[config.mk]
export PLATFORM = sky130hd
export DESIGN_NAME = pong_game_ctrl
export DESIGN_NICKNAME = d
export VERILOG_FILES = /design/src/rtl/pong_game_ctrl.sv
export SDC_FILE = /design/constraint.sdc
export NUM_CORES = 1
export LEC_CHECK = 0
export ABC_AREA = 1
export CORE_MARGIN = 8
export CORE_UTILIZATION = 55
export DETAILED_ROUTE_END_ITERATION = 16
export GPL_TIMING_DRIVEN = 0
export MAX_ROUTING_LAYER = met4
export PLACE_DENSITY_LB_ADDON = 0.05
export SLEW_MARGIN = 20
export SYNTH_ARGS = -nofsm -noshare
export SYNTH_HDL_FRONTEND = slang
export SYNTH_SLANG_ARGS = --single-unit
export TNS_END_PERCENT = 5
[constraint.sdc]
create_clock -name clk25M -period 5.2 [get_ports clk25M]
set_input_delay 1.04 -clock clk25M [delete_from_list [all_inputs] [get_ports clk25M]]
set_output_delay 1.04 -clock clk25M [all_outputs]
set_load 0.005 [all_outputs]
[src/rtl/pong_game_ctrl.sv]
// pong_game_ctrl: frame-rate game sequencer for the pong ball datapath.
// Runs IDLE -> SERVE -> PLAY -> POINT/OVER, starts/stops ball motion, detects
// paddle hits and misses at the field edges and keeps both player scores.
// Ports:
//   clk25M, reset             pixel clock, synchronous active-high reset
//   x, y                      raster position (end-of-frame marker detection)
//   start_btn                 debounced start/restart level
//   ball_x, ball_y            ball top-left corner
//   paddle_l_y, paddle_r_y    paddle top coordinates
//   ball_run, ball_load       ball motion enable / 1-cycle centre reload pulse
//   serve_dir                 launch direction (1 = right), valid with ball_load
//   hit_l, hit_r              1-cycle paddle-hit pulses
//   score_l, score_r          player scores
//   game_over, state          OVER flag and phase code for display
module pong_game_ctrl #(
  parameter int unsigned BALL_SIZE    = 10,
  parameter int unsigned PADDLE_H     = 48,
  parameter int unsigned LEFT_EDGE    = 30,
  parameter int unsigned RIGHT_EDGE   = 600,
  parameter int unsigned SERVE_FRAMES = 60,
  parameter int unsigned POINT_FRAMES = 90,
  parameter int unsigned WIN_SCORE    = 7,
  parameter int unsigned FRAME_X      = 0,
  parameter int unsigned FRAME_Y      = 481
) (
  input  logic       clk25M,
  input  logic       reset,
  input  logic [9:0] x,
  input  logic [9:0] y,
  input  logic       start_btn,
  input  logic [9:0] ball_x,
  input  logic [9:0] ball_y,
  input  logic [9:0] paddle_l_y,
  input  logic [9:0] paddle_r_y,
  output logic       ball_run,
  output logic       ball_load,
  output logic       serve_dir,
  output logic       hit_l,
  output logic       hit_r,
  output logic [3:0] score_l,
  output logic [3:0] score_r,
  output logic       game_over,
  output logic [2:0] state
);

  localparam int unsigned CNT_W = 8;

  typedef enum logic [2:0] {
    ST_IDLE  = 3'd0,
    ST_SERVE = 3'd1,
    ST_PLAY  = 3'd2,
    ST_POINT = 3'd3,
    ST_OVER  = 3'd4
  } state_t;

  state_t             state_q, state_d;
  logic [CNT_W-1:0]   cnt_q, cnt_d;
  logic [3:0]         score_l_q, score_l_d, score_r_q, score_r_d;
  logic               serve_dir_q, serve_dir_d;
  logic               ball_run_q, ball_run_d;
  logic               ball_load_q, ball_load_d;
  logic               hit_l_q, hit_l_d, hit_r_q, hit_r_d;
  logic               game_over_q, game_over_d;
  logic               lock_l_q, lock_l_d, lock_r_q, lock_r_d;
  logic               start_q;
  logic               frame_tick_q;

  logic               start_rise;
  logic [10:0]        bx, by, by_bot, pl, pr;
  logic               overlap_l, overlap_r, at_left, at_right;
  logic [3:0]         new_l, new_r;

  // Edge geometry in 11 bits so ball + size never wraps past 1023.
  always_comb begin
    bx        = {1'b0, ball_x};
    by        = {1'b0, ball_y};
    pl        = {1'b0, paddle_l_y};
    pr        = {1'b0, paddle_r_y};
    by_bot    = by + 11'(BALL_SIZE - 1);
    overlap_l = (by_bot >= pl) && (by <= pl + 11'(PADDLE_H - 1));
    overlap_r = (by_bot >= pr) && (by <= pr + 11'(PADDLE_H - 1));
    at_left   = (bx <= 11'(LEFT_EDGE));
    at_right  = (bx + 11'(BALL_SIZE - 1) >= 11'(RIGHT_EDGE));
    start_rise = start_btn & ~start_q;
    new_l     = score_l_q + 4'd1;
    new_r     = score_r_q + 4'd1;
  end

  // Next-state and registered-output logic.
  always_comb begin
    state_d     = state_q;
    cnt_d       = cnt_q;
    score_l_d   = score_l_q;
    score_r_d   = score_r_q;
    serve_dir_d = serve_dir_q;
    lock_l_d    = lock_l_q;
    lock_r_d    = lock_r_q;
    ball_load_d = 1'b0;
    hit_l_d     = 1'b0;
    hit_r_d     = 1'b0;

    // A lock holds off repeat hits until the ball has left that edge.
    if (frame_tick_q) begin
      if (!at_left)  lock_l_d = 1'b0;
      if (!at_right) lock_r_d = 1'b0;
    end

    unique case (state_q)
      ST_IDLE: begin
        if (start_rise) begin
          ball_load_d = 1'b1;
          cnt_d       = CNT_W'(SERVE_FRAMES);
          state_d     = ST_SERVE;
        end
      end
      ST_SERVE: begin
        if (frame_tick_q) begin
          if (cnt_q == CNT_W'(1)) state_d = ST_PLAY;
          else                    cnt_d   = cnt_q - CNT_W'(1);
        end
      end
      ST_PLAY: begin
        if (frame_tick_q) begin
          if (at_left) begin
            if (lock_l_q) begin
              // still leaving the left edge after a hit
            end else if (overlap_l) begin
              hit_l_d  = 1'b1;
              lock_l_d = 1'b1;
            end else begin
              score_r_d   = new_r;
              serve_dir_d = 1'b0;
              if (new_r == 4'(WIN_SCORE)) state_d = ST_OVER;
              else begin
                state_d = ST_POINT;
                cnt_d   = CNT_W'(POINT_FRAMES);
              end
            end
          end else if (at_right) begin
            if (lock_r_q) begin
              // still leaving the right edge after a hit
            end else if (overlap_r) begin
              hit_r_d  = 1'b1;
              lock_r_d = 1'b1;
            end else begin
              score_l_d   = new_l;
              serve_dir_d = 1'b1;
              if (new_l == 4'(WIN_SCORE)) state_d = ST_OVER;
              else begin
                state_d = ST_POINT;
                cnt_d   = CNT_W'(POINT_FRAMES);
              end
            end
          end
        end
      end
      ST_POINT: begin
        if (frame_tick_q) begin
          if (cnt_q == CNT_W'(1)) begin
            ball_load_d = 1'b1;
            cnt_d       = CNT_W'(SERVE_FRAMES);
            state_d     = ST_SERVE;
          end else begin
            cnt_d = cnt_q - CNT_W'(1);
          end
        end
      end
      ST_OVER: begin
        if (start_rise) begin
          score_l_d   = 4'd0;
          score_r_d   = 4'd0;
          serve_dir_d = ~serve_dir_q;
          ball_load_d = 1'b1;
          cnt_d       = CNT_W'(SERVE_FRAMES);
          state_d     = ST_SERVE;
        end
      end
      default: state_d = ST_IDLE;
    endcase

    ball_run_d  = (state_d == ST_PLAY);
    game_over_d = (state_d == ST_OVER);
  end

  // State and output registers; start_q resets high so a held button is ignored.
  always_ff @(posedge clk25M) begin
    if (reset) begin
      state_q      <= ST_IDLE;
      cnt_q        <= '0;
      score_l_q    <= '0;
      score_r_q    <= '0;
      serve_dir_q  <= 1'b1;
      ball_run_q   <= 1'b0;
      ball_load_q  <= 1'b0;
      hit_l_q      <= 1'b0;
      hit_r_q      <= 1'b0;
      game_over_q  <= 1'b0;
      lock_l_q     <= 1'b0;
      lock_r_q     <= 1'b0;
      start_q      <= 1'b1;
      frame_tick_q <= 1'b0;
    end else begin
      state_q      <= state_d;
      cnt_q        <= cnt_d;
      score_l_q    <= score_l_d;
      score_r_q    <= score_r_d;
      serve_dir_q  <= serve_dir_d;
      ball_run_q   <= ball_run_d;
      ball_load_q  <= ball_load_d;
      hit_l_q      <= hit_l_d;
      hit_r_q      <= hit_r_d;
      game_over_q  <= game_over_d;
      lock_l_q     <= lock_l_d;
      lock_r_q     <= lock_r_d;
      start_q      <= start_btn;
      frame_tick_q <= (x == 10'(FRAME_X)) && (y == 10'(FRAME_Y));
    end
  end

  assign ball_run  = ball_run_q;
  assign ball_load = ball_load_q;
  assign serve_dir = serve_dir_q;
  assign hit_l     = hit_l_q;
  assign hit_r     = hit_r_q;
  assign score_l   = score_l_q;
  assign score_r   = score_r_q;
  assign game_over = game_over_q;
  assign state     = state_q;

endmodule

==> out/qor.tcl, run 1 <==
set qor(run_status) {finished clean}
set qor(viasPerCell) 5.222
set qor(cell_chosen_for_the_clock_root) {clkbuf_8}
set qor(powerDensity_mw_per_mm2) 160.6
set qor(timing.setup.critical_path_class) {input pin to flop}
set qor(num_antenna_cells) 0
set qor(async_flop_share_pct) 0
set qor(std_cell_rows) 28
set qor(synth-main-ff-cell) {dfxtp_1}
set qor(worst_hold_path_type) {flop to flop}
set qor(final.setup.tns_ps) 0
set qor(grt_max_degree) 11
set qor(timing.final.max_slew_violations) 0
set qor(endpoint_kind) {flop}
set qor(yosys.cell_types.count) 41
set qor(hold_violations) 0
set qor(most_frequent_cells_after_synthesis) {128 x nand2_1, 77 x inv_1, 49 x ha_1}
set qor(clkSlewWorstSetupHoldPaths_ps) 60
set qor(clock_tree_from_tritoncts) {built}
set qor(die_h_um) 94.68
set qor(crit_path_max_incr_delay_ps) 600
set qor(place.port_buffers) 79
set qor(initialDrtViolationCount) 180
set qor(start_util_pct) 57.16
set qor(fin_nets) 721
set qor(worst_pin_slew_ps) 611.1
set qor(period_needed_ps) 4070
set qor(fin_skew_ps) 3.421
set qor(antenna_left) 0
set qor(critical_path_required_ps) 5390
set qor(detail_route.wirelength_um) 8980
set qor(report.final.setup_viol) 0
set qor(cts_post_setup_buffers_inserted) 0
set qor(mappedNetlistArea_mm2) 0.003405
set qor(cp_cell_sequence) {clkdlybuf4s50_1, nand3_1, nand2_1, nand2_1, nor3b_1, nand2_1, nor2_1, xor2_1, ha_1, nand2_1, inv_1, a22oi_1, nand3b_1, inv_1, nand2_1, nand2_2, nand2_2, nand2_1, nand4_2, nand2_1, inv_1, nor3_1}
set qor(synth.yosys.seq_area_share_pct) 17.05
set qor(post_synth_inst_count) 523
set qor(fp.dieW_um) 94.68
set qor(leakagePower_nw) 2.158
set qor(residual_drc) 0
set qor(synth_edf_count) 0
set qor(antenna_violations_before_repair) 0
set qor(die_area_mm2) 0.008963
set qor(synth.net_count) 635
set qor(worst-endpoint-arrival_ps) 4260
set qor(layout-drive-gt1-share_pct) 9.016
set qor(post-synth-top-area-cell) {ha_1}
set qor(netlist.area_leader.share_pct) 18.01
set qor(layout.filler_cells) 514
set qor(drv.max_cap_violation_count) 0
set qor(wire_length_of_the_first_global_routing_pass_um) 15600
set qor(yosysMostFrequentCell) {nand2_1}
set qor(tritoncts_num_sinks) 29
set qor(start_kind) {input pin}
set qor(cts_htree_levels) 2
set qor(most_prevalent_standard_cell_on_the_critical_path) {nand2_1}
set qor(globalRouteOverflowTotal) 0
set qor(synth_area_leaders) {ha_1 18%, dfxtp_1 17%, nand2_1 14%}
set qor(highest_clock_rate_mhz) 245.7
set qor(synthToLayoutAreaGrowth_pct) 28.41
set qor(numCtsBuffers) 5
set qor(io_pins) 80
set qor(detail_route.wl_per_cell_um) 13.11
set qor(holdBufCountCts) 0
set qor(syn-mean-instance-area_um2) 6.510
set qor(cts_repair_resize_count) 0
set qor(grt.total_usage_pct) 21.61
set qor(max_slew_margin_pct) 59.26
set qor(post_route_fraction_of_the_period_consumed_by_the_critical_path_pct) 78.27
set qor(crit_slowest_cell) {clkdlybuf4s50_1}
set qor(routed-via-count) 3577
set qor(synth_warnings) 0
set qor(gp_congestion) 0.9036
set qor(largest_fanout_of_any_net_on_the_critical_path) 8
set qor(vias_in_the_first_global_route) 3629
set qor(dp_hpwl_um) 7624
set qor(worst_skew_pair.late_latency_ps) 280
set qor(unrepaired_setup_endpoints_after_global_routing) {no}
set qor(worst_ir_drop_vdd_uv) 156.5
set qor(postSynthRegisterBits) 29
set qor(drt_pre_antenna_iters) 4
set qor(final_core_utilization_pct) 73.40
set qor(core_region_area_mm2) 0.005956
set qor(clk_path_buf_depth) 2
layout by cell type (no fill, tap or decap), drive strengths merged, types with 2 or more instances in the layout:
cell type	n
nor3	7
nor4	5
clkbuf	8
xor2	23
o211a	3
nand2	136
dfxtp	29
o21ai	20
clkdlybuf4s50	79
buf	2
a21o	4
nand3b	2
nor2	47
o211ai	4
xnor2	8
nand4	11
inv	92
nand3	32
ha	49
a21oi	38
clkinv	2
flip-flops by register name (all words and copies together) (netlist names):
name,cells
lock_r_q,1
ball_load,1
cnt_q,8
score_l,4
lock_l_q,1
score_r,4
ball_run,1
start_q,1
serve_dir,1
hit_l,1
hit_r,1
frame_tick_q,1
state,3
game_over,1
cell type report:
type | count | area [µm²] | share of cell area [%]
inverters | 92 | 347.8 | 7.957
clock buffers | 6 | 72.57 | 1.660
flip-flops and latches | 29 | 580.6 | 13.28
plain buffers | 4 | 26.28 | 0.6010
repair buffers | 79 | 790.8 | 18.09
well taps | 75 | 93.84 | 2.147
multi-input cells | 398 | 2450 | 56.04
clock inverters | 2 | 10.01 | 0.2290
routing by layer:
metal / part of all wire, % / wire, µm / vias to the layer above / track usage, %
li1: - / - / 1868 / -
met1: 49 / 4378 / 1593 / 27.42
met2: 45 / 4078 / 111 / 35.69
met3: 5.5 / 493 / 5 / 3.889
met4: 0.32 / 29 / 0 / 2.731
met5: 0 / 0 / - / -
where the power goes:
group	internal, mW	switching (mW)
logic	0.133	0.155
registers	0.228	0.00722
clock network	0.0925	0.0854
worst paths after layout:
| path | from | to | slack, ps | cells after the start |
|---|---|---|---|---|
| setup / recovery | ball_y[2] | score_r[2] | 1130 | 22 |
| hold / removal | lock_l_q | hit_l | 450 | 1 |
| setup reg to reg | cnt_q[3] | cnt_q[6] | 3250 | 12 |
| hold reg to reg | lock_l_q | hit_l | 450 | 1 |
cell families after synthesis:
logic type               count (synthesis)  synth area share [%]
flip-flops                              29                 17.05
adder cells (fa/ha/maj)                 49                 18.01
XOR/XNOR                                31                 7.975
AO/OA/AOI/OAI                           75                 13.71
AND/OR/NAND/NOR                        243                 32.27
buffers and inverters                   96                 10.99
critical path: cells and delay by family:
kind / cells / cell delay, ps
and+or+nand+nor: 15 / 1770
buffers and inverters: 4 / 730
adders and majority gates: 1 / 300
xor gates and xnor gates: 1 / 260
AOI/OAI and AO/OA: 1 / 140
through the flow:
step | setup WS, ps | hold slack (ps) | power [mW] | cells | area [µm²]
2_1_floorplan | 1904 | 413.2 | 0.4244 | 523 | 3405
3_3_place_gp | 975.3 | 435.6 | 0.5140 | 677 | 4289
3_5_place_dp | 846.9 | 436.7 | 0.5264 | 677 | 4289
4_1_cts | 1142 | 449.5 | 0.7039 | 685 | 4372
5_1_grt | 725.5 | 475.0 | 0.7535 | 685 | 4372
6_report | 1130 | 446.6 | 0.7019 | 685 | 4372
(Power assumes the default switching activity.)
==> run 2: changes to the inputs <==
--- a/config.mk
+++ b/config.mk
@@ -7,7 +7,7 @@
 export LEC_CHECK = 0
 export ABC_AREA = 1
 export CORE_MARGIN = 8
-export CORE_UTILIZATION = 55
+export CORE_UTILIZATION = 46
 export DETAILED_ROUTE_END_ITERATION = 16
 export GPL_TIMING_DRIVEN = 0
 export MAX_ROUTING_LAYER = met4
==> constraint.sdc (replaced) <==
create_clock -name clk25M -period 3.61 [get_ports clk25M]
set_input_delay 0.722 -clock clk25M [delete_from_list [all_inputs] [get_ports clk25M]]
set_output_delay 0.722 -clock clk25M [all_outputs]
set_load 0.005 [all_outputs]
==> run 2 against run 1 <==
  * Utilization down 10 points
  * Clock power rose by 49%
  * Routed wire length up 0.98%
  * Worst hold slack lost 8.5 ps
  * First-iteration DRC count down 2.8%
  * Highest routed layer unchanged
  * Flip-flop and latch count stayed put
  * Count of clock-buffer cells in the layout up 1
  * Non-clock buffer count rose by 5
  * Total power increased by 48%
  * Clock skew is essentially flat
  * Sequential power grew 44%
==> out/qor.tcl, run 2 (synthesized netlist as in run 1, its figures left out) <==
set qor(start_util_pct) 47.19
set qor(cts_htree_levels) 2
set qor(core_region_area_mm2) 0.007214
set qor(worst_pin_slew_ps) 611.1
set qor(fp.dieW_um) 102.0
set qor(tritoncts_num_sinks) 29
set qor(highest_clock_rate_mhz) 296.3
set qor(critical_path.startpoint) {paddle_l_y[1]}
set qor(antenna_left) 0
set qor(largest_register_ff_count) 8
set qor(timing.final.max_slew_violations) 0
set qor(die_h_um) 102.0
set qor(antenna_violations_before_repair) 0
set qor(leakagePower_nw) 2.266
set qor(worst-r2r-setup-slack_ps) 1600
set qor(worst-endpoint-arrival_ps) 3590
set qor(vias_in_the_first_global_route) 3466
set qor(dp_hpwl_um) 7595
set qor(detail_route.wl_per_cell_um) 12.72
set qor(globalRouteOverflowTotal) 0
set qor(clk_path_buf_depth) 2
set qor(cell_chosen_for_the_clock_root) {clkbuf_8}
set qor(hold_violations) 0
set qor(start_kind) {input pin}
set qor(worst_hold_path_type) {flop to flop}
set qor(max_slew_margin_pct) 59.26
set qor(grt.total_usage_pct) 18.04
set qor(report.final.setup_viol) 0
set qor(std_cell_rows) 31
set qor(worst_skew_pair.late_latency_ps) 280
set qor(drv.max_cap_violation_count) 0
set qor(fin_nets) 726
set qor(layout.cells.most_common) {nand2_1}
set qor(layout.cells.most_common_list) {126 x nand2_1, 74 x inv_1, 71 x clkdlybuf4s50_1}
set qor(max_flop_register) {cnt_q}
set qor(multi_input_comb_area_mm2) 0.002515
set qor(post_dp_cell_area_mm2) 0.004319
set qor(detail_route.wirelength_um) 9068
set qor(place.port_buffers) 79
set qor(numCtsBuffers) 5
set qor(area.sequential_um2) 580.6
set qor(critical_path_required_ps) 3830
set qor(die_area_mm2) 0.01041
set qor(fin_skew_ps) 3.690
set qor(clkSlewWorstSetupHoldPaths_ps) 60
set qor(drt_pre_antenna_iters) 4
set qor(layout.filler_cells) 701
set qor(endpoint_kind) {flop}
set qor(wire_length_of_the_first_global_routing_pass_um) 14950
set qor(timing.setup.critical_path_class) {input pin to flop}
set qor(initialDrtViolationCount) 175
set qor(gp_congestion) 0.9060
set qor(period_needed_ps) 3375
set qor(routed-via-count) 3552
set qor(residual_drc) 0
set qor(rr_startpoint) {cnt_q[1]}
set qor(largest_fanout_of_any_net_on_the_critical_path) 6
set qor(clock_tree_from_tritoncts) {built}
set qor(post_route_fraction_of_the_period_consumed_by_the_critical_path_pct) 93.49
set qor(num_antenna_cells) 0
set qor(powerDensity_mw_per_mm2) 227.7
set qor(run_status) {finished clean}
set qor(holdCritStartpoint) {lock_l_q}
set qor(worst_ir_drop_vdd_uv) 142.5
set qor(grt_max_degree) 11
set qor(finalInstanceArea_mm2) 0.004548
set qor(io_pins) 80
set qor(layout-drive-gt1-share_pct) 12.21
set qor(final_core_utilization_pct) 63.04
set qor(synthToLayoutAreaGrowth_pct) 33.59
set qor(viasPerCell) 4.982
set qor(holdBufCountCts) 0
[run 2: worst paths after layout]
path / depth (start not counted) / end
max: 23 / cnt_q[6]
min reg2reg: 1 / hit_l
min: 1 / hit_l
max reg2reg: 12 / cnt_q[6]
[run 2: per-stage QoR]
step	setup slack, ps	power [mW]	setup TNS, ps	hold slack, ps	cells
after floorplan	632.4	0.6113	0	413.2	523
after global placement	-332.6	0.7444	-5403	435.3	701
after detailed placement	-357.1	0.7557	-6051	431.5	701
after CTS	13.71	1.024	0	443.1	708
after global routing	-3.171	1.119	-6.045	451.2	713
final	235.0	1.036	0	438.2	713
[run 2: cell type report]
| class | count | area share, % |
|---|---|---|
| buffer | 4 | 0.6602 |
| clock buffer | 7 | 1.898 |
| inverter | 92 | 7.648 |
| multi-input combinational | 398 | 55.30 |
| sequential | 29 | 12.76 |
| tap | 99 | 2.724 |
| timing repair buffer | 84 | 19.01 |
[run 2: layer usage]
metal,part of all wire (%),global-route usage (%),vias to the layer above,wire length (µm)
met4,0.45,2.822,0,41
met2,43,28.14,83,3917
met5,0,-,-,0
met1,51,23.79,1590,4658
li1,-,-,1874,-
met3,5.0,3.610,5,451
[run 2: what timing repair did]
action                                  CTS  global route
resized for setup                         1            31
endpoints found under the setup margin   13            22
pin swaps                                 0             4
hold endpoints to repair                  0             0
buffers inserted                          0             5
[run 2: where the power goes]
group / switching, mW / internal (mW)
Clock: 0.115 / 0.151
Combinational: 0.230 / 0.200
Sequential: 0.00984 / 0.329
Total: 0.355 / 0.680
[run 2: critical path, cell delays in order]
cell             delay, ps
clkdlybuf4s50_1        450
inv_1                   70
ha_2                   190
nand3_2                 90
nand2_1                 70
nand2_2                 80
nand2_2                 70
xor2_1                 150
ha_1                   300
nand2_1                 50
inv_1                   60
nand3_1                 70
nor4_2                 290
nor2_1                  80
nand2_1                 80
nand2_2                 90
inv_2                   70
nand2_1                 70
nand3_2                 90
buf_8                  140
buf_6                  130
o21ai_2                 60
a21oi_2                110
==> edit (flow settings as in run 2) <==
The output `hit_r` loses its register stage (`hit_r_q` becomes a continuous assignment).
--- a/src/rtl/pong_game_ctrl.sv
+++ b/src/rtl/pong_game_ctrl.sv
@@ -194,5 +194,4 @@
       ball_load_q  <= 1'b0;
       hit_l_q      <= 1'b0;
-      hit_r_q      <= 1'b0;
       game_over_q  <= 1'b0;
       lock_l_q     <= 1'b0;
@@ -209,5 +208,4 @@
       ball_load_q  <= ball_load_d;
       hit_l_q      <= hit_l_d;
-      hit_r_q      <= hit_r_d;
       game_over_q  <= game_over_d;
       lock_l_q     <= lock_l_d;
@@ -217,4 +215,6 @@
     end
   end
+
+  assign hit_r_q = hit_r_d;
 
   assign ball_run  = ball_run_q;
Check against the original RTL: same outputs for any inputs over 10 cycles, from zero or initial values and one cycle with reset high; that may be too few to reach the edited logic, so the function may still have changed.
==> edit against run 2 <==
- via count grew 3.1%
- synthesized cell count shrank 2.7%
- worst setup slack lost 0.14 ns
- highest routed layer unchanged
- routed wire length grew 8.8%
- total power shrank 10%
- cell area grew 2.6%
- die area shrank 1.1%
- cell count shrank 0.28%
- largest cell class unchanged
- sequential cell count shrank 1
- count of clock-buffer cells in the layout shrank 4
- area after synthesis shrank 1.2%
==> edit: results (changes against run 2) <==
| Metric | Value |
|---|---|
| Clk. pwr | `0.174 mW (-35%)` |
| Worst R2R Path Depth | `13 (+1)` |
| Non-clk bufs | `104 (+18%)` |
| Tightest Pin Transition | `0.5550 ns (-0.05610 ns)` |
| Place WS | `-1.104 ns (-0.7471 ns)` |
| Top cells by count, synth | `119 x nand2_1, 73 x inv_1, 49 x ha_1` |
| Reg-to-Reg End | `score_l[1]` |
| RePlAce Congestion | `0.8928 (-1.5%)` |
| Inverter count | `83 (-9.8%)` |
| Metal-1 WL | `4.721 mm (+1.4%)` |
| Final wirelength | `9.868 mm (+8.8%)` |
| Seq/Total Area, Yosys | `0.1667 (-0.003797)` |
| CP Data Arrival Time | `2.79 ns (-0.80 ns)` |
| Peak fanout along the critical path | `3 (-3)` |
| Period utilisation layout | `0.9724 (+0.03749)` |
| Met1 Resource Use GR | `0.2592 (+0.02136)` |
| R2r startpoint | `state[1]` |
| Met2 WL | `4.437 mm (+13%)` |
| R2r setup slk | `1.56 ns (-0.04 ns)` |
| Pleak | `2.262 nW (-0.16%)` |
| GR Util met2 | `0.3092 (+0.02785)` |
| Share of layout cells above drive strength 1 | `0.1830 (+0.06086)` |
| CP Capture Point | `hit_r` |
| Signal buf overhead | `0.2022 (+0.005500)` |
| First-pass GRT wire length | `16.08 mm (+7.5%)` |
| Synth top area cells | `ha_1 18%, dfxtp_1 17%, nand2_1 13%` |
| Status | `complete, no violations` |
| Clock-pin slew on the worst setup and hold paths | `0.09 ns (+0.03 ns)` |
| Synthesized area per cell | `6.605 um^2 (+1.5%)` |
| Pin count of the biggest net entering global routing | `15 (+4)` |
| Overall Global Routing Usage | `0.1961 (+0.01577)` |
| Cell Count, Final, Fillers Out | `711 (-0.28%)` |
| DP HPWL | `7.873 mm (+3.7%)` |
| Multi-input comb cells | `394 (-1.0%)` |
| Reg area | `560.5 um^2 (-3.4%)` |
| Fraction of area in multi-input gates | `0.5736 (+0.02066)` |
| Via count | `3662 (+3.1%)` |
| Yosys reg bits | `28 (-3.4%)` |
| Critical Path Start | `paddle_r_y[1]` |
| Peak supply drop | `120.8 uV (-15%)` |
| DRT iter0 DRCs | `130 (-26%)` |
| Vias in the first global route | `3574 (+3.1%)` |
| Combinational Power | `0.436 mW (+1%)` |
| Cell family with most CP delay | `simple AND/OR/NAND/NOR gates` |
| CP max-delay cell | `ha_1` |
| Max stage delay on crit path | `0.30 ns (-0.15 ns)` |
| Inst Count DP | `687 (-2.0%)` |
## edit: cell count changes in the layout (fill, tap and decap cells not counted), sizes merged, moves of 3 or more
cell           delta
nand2            -14
nand3             +4
o211ai            -4
o21ai             +3
a221oi            +3
inv              -11
nor2              -6
xor2              +3
buf              +22
clkdlybuf4s50    -11
dlymetal6s2s      -4
xnor2             -3
clkbuf            +3
## edit: what timing repair did
item | CTS | global route
buffers inserted | 13 | 7
pin swaps | 20 | 27
endpoints found under the setup margin | 19 | 13
resized for setup | 63 | 53
gates cloned | 0 | 1
## edit: kinds of logic (layout without fill, tap and decap cells)
| group | after synthesis | count (layout) | share of synthesized area |
|---|---|---|---|
| AND/OR/NAND/NOR | 234 | 234 | 0.3271 |
| buffers and inverters | 87 | 190 | 0.1035 |
| AO/OA/AOI/OAI | 80 | 80 | 0.1396 |
| adder cells (fa/ha/maj) | 49 | 49 | 0.1824 |
| XOR/XNOR | 31 | 31 | 0.08076 |
| flip-flops | 28 | 28 | 0.1667 |
## edit: worst min-delay path by stage
stage               slack [ns]       end     start  cells after the start
detailed placement        0.46  cnt_q[5]  cnt_q[5]                      2
global placement          0.46  cnt_q[5]  cnt_q[5]                      2
global route              0.52  cnt_q[2]  cnt_q[2]                      2
finish                    0.48  cnt_q[5]  cnt_q[5]                      2
floorplan                 0.44  cnt_q[5]  cnt_q[5]                      2
CTS                       0.48  cnt_q[5]  cnt_q[5]                      2
## edit: metrics by stage
step	TNS (ns)	power, mW	instance area (um^2)
after floorplan	0	0.5604	3362
after global placement	-9.296	0.6921	4277
after detailed placement	-10.43	0.7037	4277
after CTS	0	0.8972	4493
after global routing	-0.03807	1.002	4666
final	0	0.9301	4666
